==> config.mk <==
export PLATFORM = sky130hd
export DESIGN_NAME = tlk2711_rx_framer
export DESIGN_NICKNAME = d
export VERILOG_FILES = /design/src/rtl/tlk2711_rx_framer.sv
export SDC_FILE = /design/constraint.sdc
export NUM_CORES = 1
export LEC_CHECK = 0
export CORE_MARGIN = 5
export CORE_UTILIZATION = 45
export CTS_BUF_LIST = sky130_fd_sc_hd__clkbuf_8
export DETAILED_ROUTE_END_ITERATION = 6
export PLACE_DENSITY = 0.74
export SKIP_LAST_GASP = 1
export SLEW_MARGIN = 20
export SYNTH_ARGS = -nofsm -noshare
export SYNTH_HDL_FRONTEND = slang
export SYNTH_SLANG_ARGS = --single-unit
export TNS_END_PERCENT = 50
==> constraint.sdc <==
create_clock -name clk -period 3.37 [get_ports clk]
set_clock_uncertainty 0.1 [all_clocks]
set_input_delay 0.674 -clock clk [delete_from_list [all_inputs] [get_ports clk]]
set_output_delay 0.674 -clock clk [all_outputs]
set_load 0.01 [all_outputs]
==> src/rtl/tlk2711_rx_framer.sv <==
// rtl/tlk2711_rx_framer.sv - TLK2711 16-bit receive word lock and frame delineation
//
// Purpose:
//   Locks onto repeated SP sync words, then cuts the received word stream
//   into frames bounded by SF and EF. Payload words leave through a one-word
//   hold register so the final word of a frame can be flagged with o_last.
//   Fixed latency: a payload word at i_rxd in cycle t appears at o_data in t+3.
//
// Optional feature:
//   TLK2711_RX_STATS_EN - adds saturating good-frame, abort and lock-loss
//   counters (o_frame_cnt, o_err_cnt, o_los_cnt).
//
// Ports:
//   clk          RX recovered clock, single domain
//   rst          synchronous active-high reset
//   i_rkmsb      K flag for i_rxd[15:8]
//   i_rklsb      K flag for i_rxd[7:0]
//   i_rxd        received word, one per clock
//   o_locked     1 while not hunting for sync
//   o_data       payload word (holds when o_valid=0)
//   o_valid      o_data qualifier
//   o_last       final word of a frame (normal end or abort)
//   o_err        frame aborted (with o_last, or alone for an empty frame)
//   o_len        payload word count, meaningful with o_last
//   o_frame_cnt  good frames          (stats build only)
//   o_err_cnt    aborted frames       (stats build only)
//   o_los_cnt    lock-loss events     (stats build only)
module tlk2711_rx_framer #(
  parameter int SYNC_NUM  = 4,
  parameter int MAX_WORDS = 1024,
  parameter int LEN_W     = $clog2(MAX_WORDS + 1)
) (
  input  logic             clk,
  input  logic             rst,
  input  logic             i_rkmsb,
  input  logic             i_rklsb,
  input  logic [15:0]      i_rxd,
  output logic             o_locked,
  output logic [15:0]      o_data,
  output logic             o_valid,
  output logic             o_last,
  output logic             o_err,
  output logic [LEN_W-1:0] o_len
`ifdef TLK2711_RX_STATS_EN
  ,
  output logic [31:0]      o_frame_cnt,
  output logic [31:0]      o_err_cnt,
  output logic [15:0]      o_los_cnt
`endif
);

  localparam int                SYNC_W    = $clog2(SYNC_NUM + 1);
  localparam logic [SYNC_W-1:0] SYNC_LAST = SYNC_W'(SYNC_NUM - 1);
  localparam logic [LEN_W-1:0]  LEN_MAX   = LEN_W'(MAX_WORDS);

  typedef enum logic [1:0] {HUNT, LOCK, DATA} state_t;

  state_t            state, state_n;
  logic [15:0]       rx_r;
  logic [1:0]        k_r;
  logic [SYNC_W-1:0] sync_cnt, sync_n;
  logic [LEN_W-1:0]  len, len_n;
  logic [15:0]       hold_data, hold_n;
  logic              hold_vld, hold_vld_n;
  logic              valid_n, last_n, err_n;
  logic [15:0]       data_n;
  logic [LEN_W-1:0]  len_out_n;

  logic is_sp, is_sf, is_ef, is_dat, accept;

  assign is_sp  = (k_r == 2'b01) && (rx_r == 16'hC5BC);
  assign is_sf  = (k_r == 2'b11) && (rx_r == 16'h5CFB);
  assign is_ef  = (k_r == 2'b11) && (rx_r == 16'hFDFE);
  assign is_dat = (k_r == 2'b00);
  // A data word is only taken while the frame still has room.
  assign accept = is_dat && (len != LEN_MAX);

  always_ff @(posedge clk) begin
    if (rst) begin
      rx_r <= '0;
      k_r  <= '0;
    end else begin
      rx_r <= i_rxd;
      k_r  <= {i_rkmsb, i_rklsb};
    end
  end

  always_comb begin
    state_n    = state;
    sync_n     = sync_cnt;
    len_n      = len;
    hold_n     = hold_data;
    hold_vld_n = hold_vld;
    valid_n    = 1'b0;
    last_n     = 1'b0;
    err_n      = 1'b0;
    data_n     = o_data;
    len_out_n  = o_len;
    case (state)
      HUNT: begin
        if (is_sp) begin
          if (sync_cnt == SYNC_LAST) begin
            state_n = LOCK;
            sync_n  = '0;
          end else begin
            sync_n = sync_cnt + SYNC_W'(1);
          end
        end else begin
          sync_n = '0;
        end
      end
      LOCK: begin
        if (is_sf) begin
          state_n    = DATA;
          len_n      = '0;
          hold_vld_n = 1'b0;
        end else if (!is_sp) begin
          state_n = HUNT;
        end
      end
      DATA: begin
        // Every decision in DATA releases the held word, if there is one.
        valid_n = hold_vld;
        if (hold_vld) begin
          data_n    = hold_data;
          len_out_n = len;
        end
        if (accept) begin
          hold_n     = rx_r;
          hold_vld_n = 1'b1;
          len_n      = len + LEN_W'(1);
        end else begin
          // EF ends cleanly; anything else (incl. overflow DAT) aborts.
          // With an empty hold an abort still raises a lone err pulse.
          last_n     = hold_vld;
          err_n      = !is_ef;
          hold_vld_n = 1'b0;
          state_n    = is_ef ? LOCK : HUNT;
        end
      end
      default: state_n = HUNT;
    endcase
  end

  always_ff @(posedge clk) begin
    if (rst) begin
      state     <= HUNT;
      sync_cnt  <= '0;
      len       <= '0;
      hold_data <= '0;
      hold_vld  <= 1'b0;
      o_locked  <= 1'b0;
      o_data    <= '0;
      o_valid   <= 1'b0;
      o_last    <= 1'b0;
      o_err     <= 1'b0;
      o_len     <= '0;
    end else begin
      state     <= state_n;
      sync_cnt  <= sync_n;
      len       <= len_n;
      hold_data <= hold_n;
      hold_vld  <= hold_vld_n;
      o_locked  <= (state_n != HUNT);
      o_data    <= data_n;
      o_valid   <= valid_n;
      o_last    <= last_n;
      o_err     <= err_n;
      o_len     <= len_out_n;
    end
  end

`ifdef TLK2711_RX_STATS_EN
  logic frame_inc, abort_inc, los_inc;

  // Empty frames (SF then EF) are not counted as good frames.
  assign frame_inc = (state == DATA) && !accept && is_ef && hold_vld;
  assign abort_inc = (state == DATA) && !accept && !is_ef;
  assign los_inc   = (state != HUNT) && (state_n == HUNT);

  always_ff @(posedge clk) begin
    if (rst) begin
      o_frame_cnt <= '0;
      o_err_cnt   <= '0;
      o_los_cnt   <= '0;
    end else begin
      if (frame_inc && !(&o_frame_cnt)) o_frame_cnt <= o_frame_cnt + 32'd1;
      if (abort_inc && !(&o_err_cnt))   o_err_cnt   <= o_err_cnt + 32'd1;
      if (los_inc && !(&o_los_cnt))     o_los_cnt   <= o_los_cnt + 16'd1;
    end
  end
`else
  // Statistics counters are not built.
`endif

endmodule

# Word-level counts from Yosys, hierarchy flattened

Index checks and enable logic that the tools add are counted.

Register bits: 82
Word-level logic and storage cells: 57

Add/subtract/negate cells: 2
Equal/unequal tests: 11
Reductions and logical operators: 15
Bitwise gates (word level): 1
Muxes and demuxes: 15

Operators by type and width:

| operator              | count |
|---|---|
| $eq 16x16->1 const B  | 2 |
| $mux 11               | 2 |
| $pmux 11 s2           | 1 |
| $eq 16x15->1 const B  | 1 |
| $add 11x1->11 const B | 1 |
| $ne 11x11->1 const B  | 1 |
| $mux 2                | 5 |
| $mux 3                | 2 |
| $pmux 2 s3            | 1 |
| $reduce_and 2->1      | 3 |
| $eq 2x1->1 const B    | 2 |
| $eq 2x2->1 const B    | 2 |
| $logic_and 1x1->1     | 4 |
| $logic_not 2->1       | 2 |
| $ne 2x2->1 const B    | 2 |
| $reduce_bool 2->1     | 2 |
| $add 3x1->3 const B   | 1 |
| $eq 3x2->1 const B    | 1 |
| $mux 1                | 3 |
| $reduce_and 3->1      | 1 |
| $reduce_or 3->1       | 1 |
| $pmux 1 s2            | 1 |
| $reduce_or 2->1       | 1 |
| $logic_not 1->1       | 1 |
| $not 1->1             | 1 |

# Depth between registers and ports, before layout

Gate-level depths: netlist of run 1.

Depth in word-level cells: 6
Mapped depth: 6
Depth with buffers taken out: 5

# Worst setup path after synthesis of run 1

Ideal clock, no wire load.

Kind: register to register
Start: register k_r[1]
End: register len[0]
Stages on the path, launching flop included: 7
Path buffers: 2
Data required time: 3153 ps
Data arrival time: 1615 ps
Path slack: 1538 ps
Library setup time: 117 ps
Cell sequence: dfxtp_1 > or4b_1 > buf_2 > a41oi_2 > buf_6 > a21oi_2 > a22o_1

Word-level cells in the longest chain between the ends: 4
Elaborated cells on any way between the ends: 7
Those cells by class: eq/ne: 3; reduce/logical: 4

RTL lines:

| element                                       | RTL line | source |
|---|---|---|
| start: declaration                            | 60       | `logic [1:0] k_r;` |
| start signal: assignment                      | 84       | `k_r <= {i_rkmsb, i_rklsb};` |
| $eq 2x2->1 or $logic_not 2->1 (tied branches) | 72, 74   |  |
| $logic_and 1x1->1, on equally long branches   | 72, 76   |  |
| $ne 2x2->1 (no line)                          | -        |  |
| $reduce_and 3->1 (no line) (*)                | -        |  |
| end signal: assignment                        | 161      | `len <= len_n;` |
| end: declaration                              | 62       | `logic [LEN_W-1:0] len, len_n;` |

Mark *: on every way between the ends. The rest lies on a longest branch, timed or not.
A chain may end at the register's enable or synchronous reset.

# Worst setup path in the final report of run 1

Start: register k_r[1]
End: register len[1]

The elaborated chain is that of the path after synthesis.

==> metrics, run 1 <==
status finished, final reports clean; Mean Syn Cell Area 9.04 um^2; input/output buffers 50; CTS Root Cell clkbuf_8; area grow syn2layout 23.7%; Worst-Skew Late Latency roughly 350 ps; IO Count between 50 and 60; area of combinational cells with multiple inputs 1260 um^2; commonest non-fill, non-tap cell in the layout dfxtp_1; WL final a little over 6000 um; clk slew on worst S/H paths 90 ps; yosys warns 0; critical-path maximum fanout 20; most frequent cells in the layout dfxtp_1, nand2_1, clkdlybuf4s50_1; Period minus WS final between 2000 and 2500 ps; crit start category register; clock buffer depth 2; Mapped Nets ~360; DR vias roughly 2300; DR iter-0 viols approximately 130; Num CTS Buffers 9; Final Max Slew Viols 0; Total GRT Usage ~15%; GPL Wtd Cong a little under 0.9; DRT Pass-1 Iters 4; vias in the first global route roughly 2300; CP max-delay cell or4b_1; Synth cell types 37; DPL Wire Length roughly 4200 um; Max Cap Viol 0; Final nets around 400; final worst setup slack approximately 1200 ps; first-pass GRT wire length 10400 um; CTS Hold Bufs 0; cell breakdown of the critical path or4b_1 -> a41oi_2 -> buf_4 -> a21oi_2 -> a32o_1; CTS tree built; sequential element share of the synthesized area 54.6%; total grt overflow 0; post-route ant nets 0; fraction of layout cells with a size suffix above 1 under 10%; worst min-delay path class reg -> reg; final hold viol count 0; post-synthesis cell count between 300 and 400; final setup fails 0; DIE AREA between 8000 and 9000 um^2; Slew headroom between 30% and 40%; row count 29; die width a little over 90 um; post_cts resized 0; slowest stage delay, CP between 700 and 800 ps; Synth Register Bits between 80 and 90; WL per Instance about 13 um; CP arrival between 2000 and 2500 ps; Remaining DRCs 0; ys flop type dfxtp_1; number of synthesized flops with an enable pin 0; core area between 6000 and 7000 um^2; diodes inserted 0; initial core utilization approximately 47%; Die Y-Extent between 90 and 100 um; hold slack 356 ps; clk sinks 82; crit end category register; Post-Syn Area around 3000 um^2; RSZ-0062 raised after global routing false; setup TNS 0 ps; largest net degree at the start of global routing 44; Synth async-reset ratio 0%; initial antenna violation count 0; Worst Path Required 3510 ps; fillcell total just under 600; Place WS between 1000 and 1500 ps; FMAX roughly 460 MHz; fin crit share approximately 65%; register area between 1500 and 2000 um^2; htree depth 3; Leakage 1.23 nW; Worst Tran Pin Value ~990 ps; VDD IR max ~0.26 mV; critical path type reg -> reg; PwrDens 455 nW/um^2; vias per cell just over 5; Post CTS Setup Buffer Count 0
## stage by stage
stage / utilization, % / area [um^2] / power [mW] / cells
4_1_cts: 58.0 / 3720 / 1.71 / 460
2_1_floorplan: - / 3010 / 1.03 / 333
6_report: 58.0 / 3720 / 1.69 / 460
3_5_place_dp: 55.1 / 3540 / 1.06 / 444
3_3_place_gp: 55.1 / 3540 / 1.06 / 444
5_1_grt: 58.0 / 3720 / 1.77 / 460
## report_power, final
| group | switching [mW] | internal (mW) | leakage [nW] |
|---|---|---|---|
| registers | 0.00959 | 0.980 | 0.665 |
| logic | 0.0233 | 0.0286 | 0.474 |
| clock network | 0.376 | 0.277 | 0.0868 |
| total | 0.409 | 1.29 | 1.23 |
## cells in the mapped netlist (all sizes together) (2+ instances only)
cell / count / area share (%)
nor2: 32 / 4.0
dfxtp: 82 / 55
clkbuf: 15 / 1.9
a31oi: 2 / 0.42
a21oi: 34 / 5.8
nand2: 64 / 8.0
inv: 7 / 0.87
mux2i: 16 / 5.3
nor3b: 2 / 0.50
nand4: 4 / 0.83
nor4: 8 / 1.7
nand3: 5 / 0.83
buf: 4 / 0.91
xnor2: 8 / 2.3
nor2b: 20 / 4.2
or4: 2 / 0.50
ha: 3 / 1.2
nor3: 7 / 1.2
or3: 2 / 0.42
nand4b: 2 / 0.58
nand2b: 2 / 0.42
## worst max-delay path, delay by kind of cell (launching register included)
family	cells	cell delay, ps
buffers and inverters	1	340
DFF	1	350
AOI/OAI and AO/OA	3	560
and+or+nand+nor	1	710
## worst paths after layout
check / slack (ps) / cells after the start / from / to
max: 1190 / 5 / k_r[1]$_SDFF_PP0_ / len[1]$_SDFFE_PP0P_
min: 360 / 2 / hold_data[0]$_SDFFE_PP0P_ / o_data[0]$_SDFFE_PP0P_
max reg2reg: 1190 / 5 / k_r[1]$_SDFF_PP0_ / len[1]$_SDFFE_PP0P_
min reg2reg: 360 / 2 / hold_data[0]$_SDFFE_PP0P_ / o_data[0]$_SDFFE_PP0P_
## cell families (layout without fill, tap and decap cells)
group / count (synthesis) / after routing / synth area share (%)
buffers and inverters: 26 / 76 / 3.66
and+or+nand+nor: 156 / 156 / 24.8
adders and majority gates: 3 / 3 / 1.25
muxes: 16 / 16 / 5.32
DFF: 82 / 82 / 54.6
xor gates and xnor gates: 8 / 8 / 2.33
AOI/OAI and AO/OA: 42 / 42 / 8.11
## state kept, by name, summed over array words and instances (netlist names)
name,count
o_data,16
o_locked,1
o_valid,1
o_len,11
k_r,2
o_err,1
o_last,1
hold_data,16
rx_r,16
hold_vld,1
len,11
state,2
sync_cnt,3
## layout make-up
cell class | instances | share of cell area (%)
Sequential cell | 82 | 44.1
Multi-Input combinational cell | 225 | 33.8
Timing Repair Buffer | 53 | 13.9
Clock buffer | 9 | 3.33
Tap cell | 77 | 2.59
Clock inverter | 7 | 1.58
Inverter | 7 | 0.706
## routing by layer
metal,global-route usage [%],up-vias,part of all wire [%]
met5,0,-,0
met4,7.55,0,1.2
li1,-,1206,-
met2,23.5,55,45
met1,20.4,1069,50
met3,3.76,6,3.8
Note: power is estimated with default switching activity, not from simulation.
==> inputs of run 2 (changes only) <==
- clock period: 3.37 -> 2.1 ns (I/O delays scaled with it)
==> run 2 against run 1 <==
Against the previous run: combinational power is 62% higher; register-to-register slack worse by 1100 ps; fmax up 10%; critical path depth is the same; design area up 2.4%; non-clock buffer count grew 7; total power is 67% higher; sequential share of layout area decreased by 1.0 points; worst setup slack got worse by 1100 ps; first-iteration DRC count decreased by 20%; sequential cell count is the same.
==> metrics, run 2 (same netlist as run 1, synthesis figures left out) <==
clk slew on worst S/H paths ~80 ps; r2r startpoint state[1]$_SDFF_PP0_; DR iter-0 viols 106; Worst Path Required 2240 ps; Design Area, Final between 3000 and 4000 um^2; critical-path maximum fanout 17; CTS tree built; initial core utilization a little under half; Die Y-Extent 91.8 um; Final nets between 400 and 500; Worst Tran Pin Value roughly 640 ps; CP arrival between 2000 and 2500 ps; crit-path leading delay family simple AND/OR/NAND/NOR gates; DIE AREA approximately 8400 um^2; register area between 1500 and 2000 um^2; fillcell total around 590; CP max-delay cell or4b_1; CTS Root Cell clkbuf_8; RSZ-0062 raised after global routing false; r2r setup slk about 120 ps; diodes inserted 0; core area 6420 um^2; Remaining DRCs 0; worst-case reg-to-reg path depth 5; status finished, final reports clean; fraction of layout cells with a size suffix above 1 around 7.7%; DPL Wire Length 4630 um; Worst-Skew Late Latency between 300 and 400 ps; Hold EP o_len[3]$_SDFFE_PP0P_; DR vias about 2400; post-route ant nets 0; routing usage on met1 20.9%; Place WS about 150 ps; Worst Path Buf+Inv 1; die width about 90 um; critical hold path startpoint o_len[3]$_SDFFE_PP0P_; Hold Path Depth 2; post_cts resized 0; initial antenna violation count 0; IO Count between 50 and 60; critical path type reg -> reg; input/output buffers 50; clock buffer depth 2; largest net degree at the start of global routing 27; setup TNS 0 ps; vias per cell ~5.0; worst min-delay path class reg -> reg; Leakage about 1.3 nW; first-pass GRT wire length roughly 11000 um; PwrDens roughly 740 nW/um^2; FMAX 505 MHz; GPL Wtd Cong 0.818; cell breakdown of the critical path or4b_1 -> a41oi_2 -> buf_12 -> mux2i_1 -> nor2_1; Period minus WS final about 2000 ps; slowest stage delay, CP 510 ps; crit start category register; Post-DP Area between 3000 and 4000 um^2; DRT Pass-1 Iters 4; final setup fails 0; Reg-to-Reg End hold_data[13]$_SDFFE_PP0P_; Final Max Slew Viols 0; total power draw between 2 and 3 mW; crit end category register; fin crit share 94.3%; largest registers hold_data: 16 flops, o_data: 16 flops, rx_r: 16 flops; area of combinational cells with multiple inputs around 1300 um^2; Post CTS Setup Buffer Count 0; most frequent cells in the layout dfxtp_1, nand2_1, clkdlybuf4s50_1; commonest non-fill, non-tap cell in the layout dfxtp_1; vias in the first global route roughly 2300; total grt overflow 0; WL per Instance about 13 um; CTS Hold Bufs 0; grt peak-use layer met2; area grow syn2layout 26.6%; Num CTS Buffers 9; row count 29; htree depth 3; Slew headroom 57.0%; hold slack about 350 ps; clk sinks a little over 80; VDD IR max ~0.44 mV; final hold viol count 0; Total GRT Usage between 10% and 20%; WL final 6300 um; Max Cap Viol 0; routing usage on met3 ~4.3%; final worst setup slack around 120 ps; met2 Use GR about a quarter
==> run 2: worst min-delay path: cells and delay by family (launching register included) <==
family          cells  cell delay (ps)
flops               1              310
simple gates        1               50
compound gates      1               50
==> run 2: how the worst max path moves through the flow <==
stage                              from  depth (start not counted)                          to  slack [ps]
floorplan             k_r[1]$_SDFF_PP0_                          6         len[0]$_SDFFE_PP0P_         270
global placement      k_r[1]$_SDFF_PP0_                          5  hold_data[10]$_SDFFE_PP0P_         220
detailed placement  state[1]$_SDFF_PP0_                          5  hold_data[13]$_SDFFE_PP0P_         150
CTS                 state[1]$_SDFF_PP0_                          5  hold_data[13]$_SDFFE_PP0P_         130
global route        state[1]$_SDFF_PP0_                          5  hold_data[13]$_SDFFE_PP0P_           9
finish              state[1]$_SDFF_PP0_                          5  hold_data[13]$_SDFFE_PP0P_         120
==> run 2: routing by layer <==
metal,part of all wire (%),wire [um]
met5,0,0
met4,2.1,131
met3,4.8,302
met2,45,2840
met1,48,3020
==> run 2: cell type report <==
type	instances	share of cell area (%)
flip-flops and latches	82	43.1
inverters	7	0.690
repair buffers	60	15.3
clock buffers	9	3.25
multi-input cells	225	33.0
clock inverters	7	2.13
well taps	77	2.53
==> run 2: through the flow <==
stage | std cells | util (%)
floorplan | 333 | -
global placement | 451 | 56.1
detailed placement | 451 | 56.1
CTS | 467 | 59.3
global route | 467 | 59.3
finish | 467 | 59.3
==> run 2: power by group <==
part           switching, mW  internal [mW]  leakage [nW]
combinational         0.0373         0.0469         0.510
sequential            0.0154           1.57         0.665
clock                  0.595          0.568         0.101
total                  0.647           2.19          1.28
==> inputs of run 3 (changes only) <==
- DONT_BUFFER_PORTS: unset -> 1
- PLACE_DENSITY: 0.74 -> 0.65
==> run 3 against run 2 <==
Against the previous run: worst setup slack gained 22 ps; design area shrank 12%; clock-buffer cell count is the same; register-to-register slack gained 20 ps; non-clock buffer count shrank 52; sequential cell count is the same; first-iteration DRC count shrank 5.7%; clock power grew 16%; total power grew 4.3%; via count shrank 8.3%; fmax grew 1.1%; global-route usage shrank 1.3 points.
==> metrics, run 3 (same netlist as run 1, synthesis figures left out) <==
DR vias between 2000 and 2500; most frequent cells in the layout dfxtp_1, nand2_1, a21oi_1; final hold viol count 0; critical-path maximum fanout 8; VDD IR max between 0.4 and 0.5 mV; total grt overflow 0; r2r startpoint k_r[1]$_SDFF_PP0_; Place WS about 120 ps; CTS tree built; CP arrival 2090 ps; Worst Path Required approximately 2200 ps; total power draw 2.96 mW; CTS Root Cell clkbuf_8; largest registers hold_data: 16 flops, o_data: 16 flops, rx_r: 16 flops; CP max-delay cell or4b_1; largest net degree at the start of global routing 76; worst-case reg-to-reg path depth 5; area grow syn2layout 10.9%; critical path type reg -> reg; Post CTS Setup Buffer Count 0; htree depth 3; clock buffer depth 2; Worst setup endpoint len[8]$_SDFFE_PP0P_; final setup fails 0; initial antenna violation count 0; post-route insts no fill 415; GPL Wtd Cong just over 0.8; Final nets roughly 360; CP startpoint k_r[1]$_SDFF_PP0_; Max Cap Viol 0; Hold Path Depth 1; clk slew on worst S/H paths ~80 ps; diodes inserted 0; hold slack slightly below 40 ps; fillcell total around 600; WL final 5950 um; Leakage about 1.1 nW; placed insts between 300 and 400; Post-DP Area between 3000 and 4000 um^2; Period minus WS final 1960 ps; highest metal used met4; IO Count 51; met1 wire length between 2000 and 3000 um; RSZ-0062 raised after global routing false; vias in the first global route just over 2000; commonest non-fill, non-tap cell in the layout dfxtp_1; post-route ant nets 0; worst min-delay path class in -> reg; fraction of layout cells with a size suffix above 1 under 10%; Worst-Skew Late Latency between 300 and 400 ps; FMAX between 500 and 600 MHz; first-pass GRT wire length approximately 10000 um; initial core utilization 46.9%; core area roughly 6400 um^2; DR iter-0 viols 100; DIE AREA 8420 um^2; final worst setup slack ~140 ps; PwrDens 886 nW/um^2; Final Max Slew Viols 0; Design Area, Final 3340 um^2; die width roughly 90 um; setup TNS 0 ps; WL per Instance around 14 um; Reg-to-Reg End len[8]$_SDFFE_PP0P_; WL met2 2700 um; r2r setup slk approximately 140 ps; DRT Pass-1 Iters 4; status finished, final reports clean; fin crit share slightly above 90%; Slew headroom roughly 60%; DPL Wire Length between 4000 and 5000 um; vias per cell 5.20; wire length on met3 320 um; Num CTS Buffers 9; Remaining DRCs 0; Worst Tran Pin Value 609 ps; Die Y-Extent approximately 92 um; clk sinks roughly 80; fin util between 50% and 60%; input/output buffers 0; crit start category register; Total GRT Usage around 15%; slowest stage delay, CP around 600 ps; crit end category register; cell breakdown of the critical path or4b_1 -> buf_4 -> nor4_1 -> xnor2_1 -> nor2_1; row count 29
## run 3: cell count changes in the layout (fill, tap and decap cells not counted)
cell | before | now
buf_2 | 1 | 0
buf_4 | 9 | 6
bufinv_16 | 1 | 3
clkdlybuf4s50_1 | 49 | 0
clkinv_2 | 0 | 1
clkinv_4 | 1 | 0
clkinvlp_4 | 1 | 0
dlygate4sd3_1 | 0 | 1
inv_1 | 7 | 8
inv_6 | 4 | 2
## run 3: worst min path at each step
stage | startpoint | slack, ps | end
after detailed placement | hold_data[10]$_SDFFE_PP0P_ | 340 | o_data[10]$_SDFFE_PP0P_
final | rst | 40 | rx_r[0]$_SDFF_PP0_
after floorplan | hold_data[0]$_SDFFE_PP0P_ | 330 | o_data[0]$_SDFFE_PP0P_
after global placement | sync_cnt[1]$_SDFFE_PP0N_ | 340 | sync_cnt[1]$_SDFFE_PP0N_
after global routing | rst | 5 | o_data[4]$_SDFFE_PP0P_
after CTS | rst | 20 | o_data[3]$_SDFFE_PP0P_
## run 3: power breakdown
part           total (mW)  switching (mW)  internal, mW  leakage (nW)
clock network        1.34           0.549         0.792         0.125
logic              0.0271          0.0114        0.0157         0.322
registers            1.59          0.0164          1.57         0.665
## run 3: repair_timing
item	4_1_cts	5_1_grt
resized for setup	0	0
hold endpoints to repair	0	1
hold buffers	0	1
## run 3: per-layer routing
| metal | global-route usage, % | vias to the layer above |
|---|---|---|
| li1 | - | 1117 |
| met1 | 19.6 | 981 |
| met2 | 22.2 | 51 |
| met3 | 5.07 | 7 |
| met4 | 5.94 | 0 |
| met5 | 0 | - |
## run 3: cell type report
type                       count  area (um^2)  share of cell area (%)
clock buffer                   9          124                    3.71
sequential                    82         1640                    49.2
timing repair buffer           8         75.1                    2.25
tap                           77         96.3                    2.89
clock inverter                 7          116                    3.49
inverter                       7         26.3                   0.787
multi-input combinational    225         1260                    37.7
## run 3: critical path, delay by kind of cell (launching register included)
kind / cells / cell delay (ps)
xor gates and xnor gates: 1 / 170
DFF: 1 / 360
and+or+nand+nor: 3 / 1020
buffers and inverters: 1 / 200
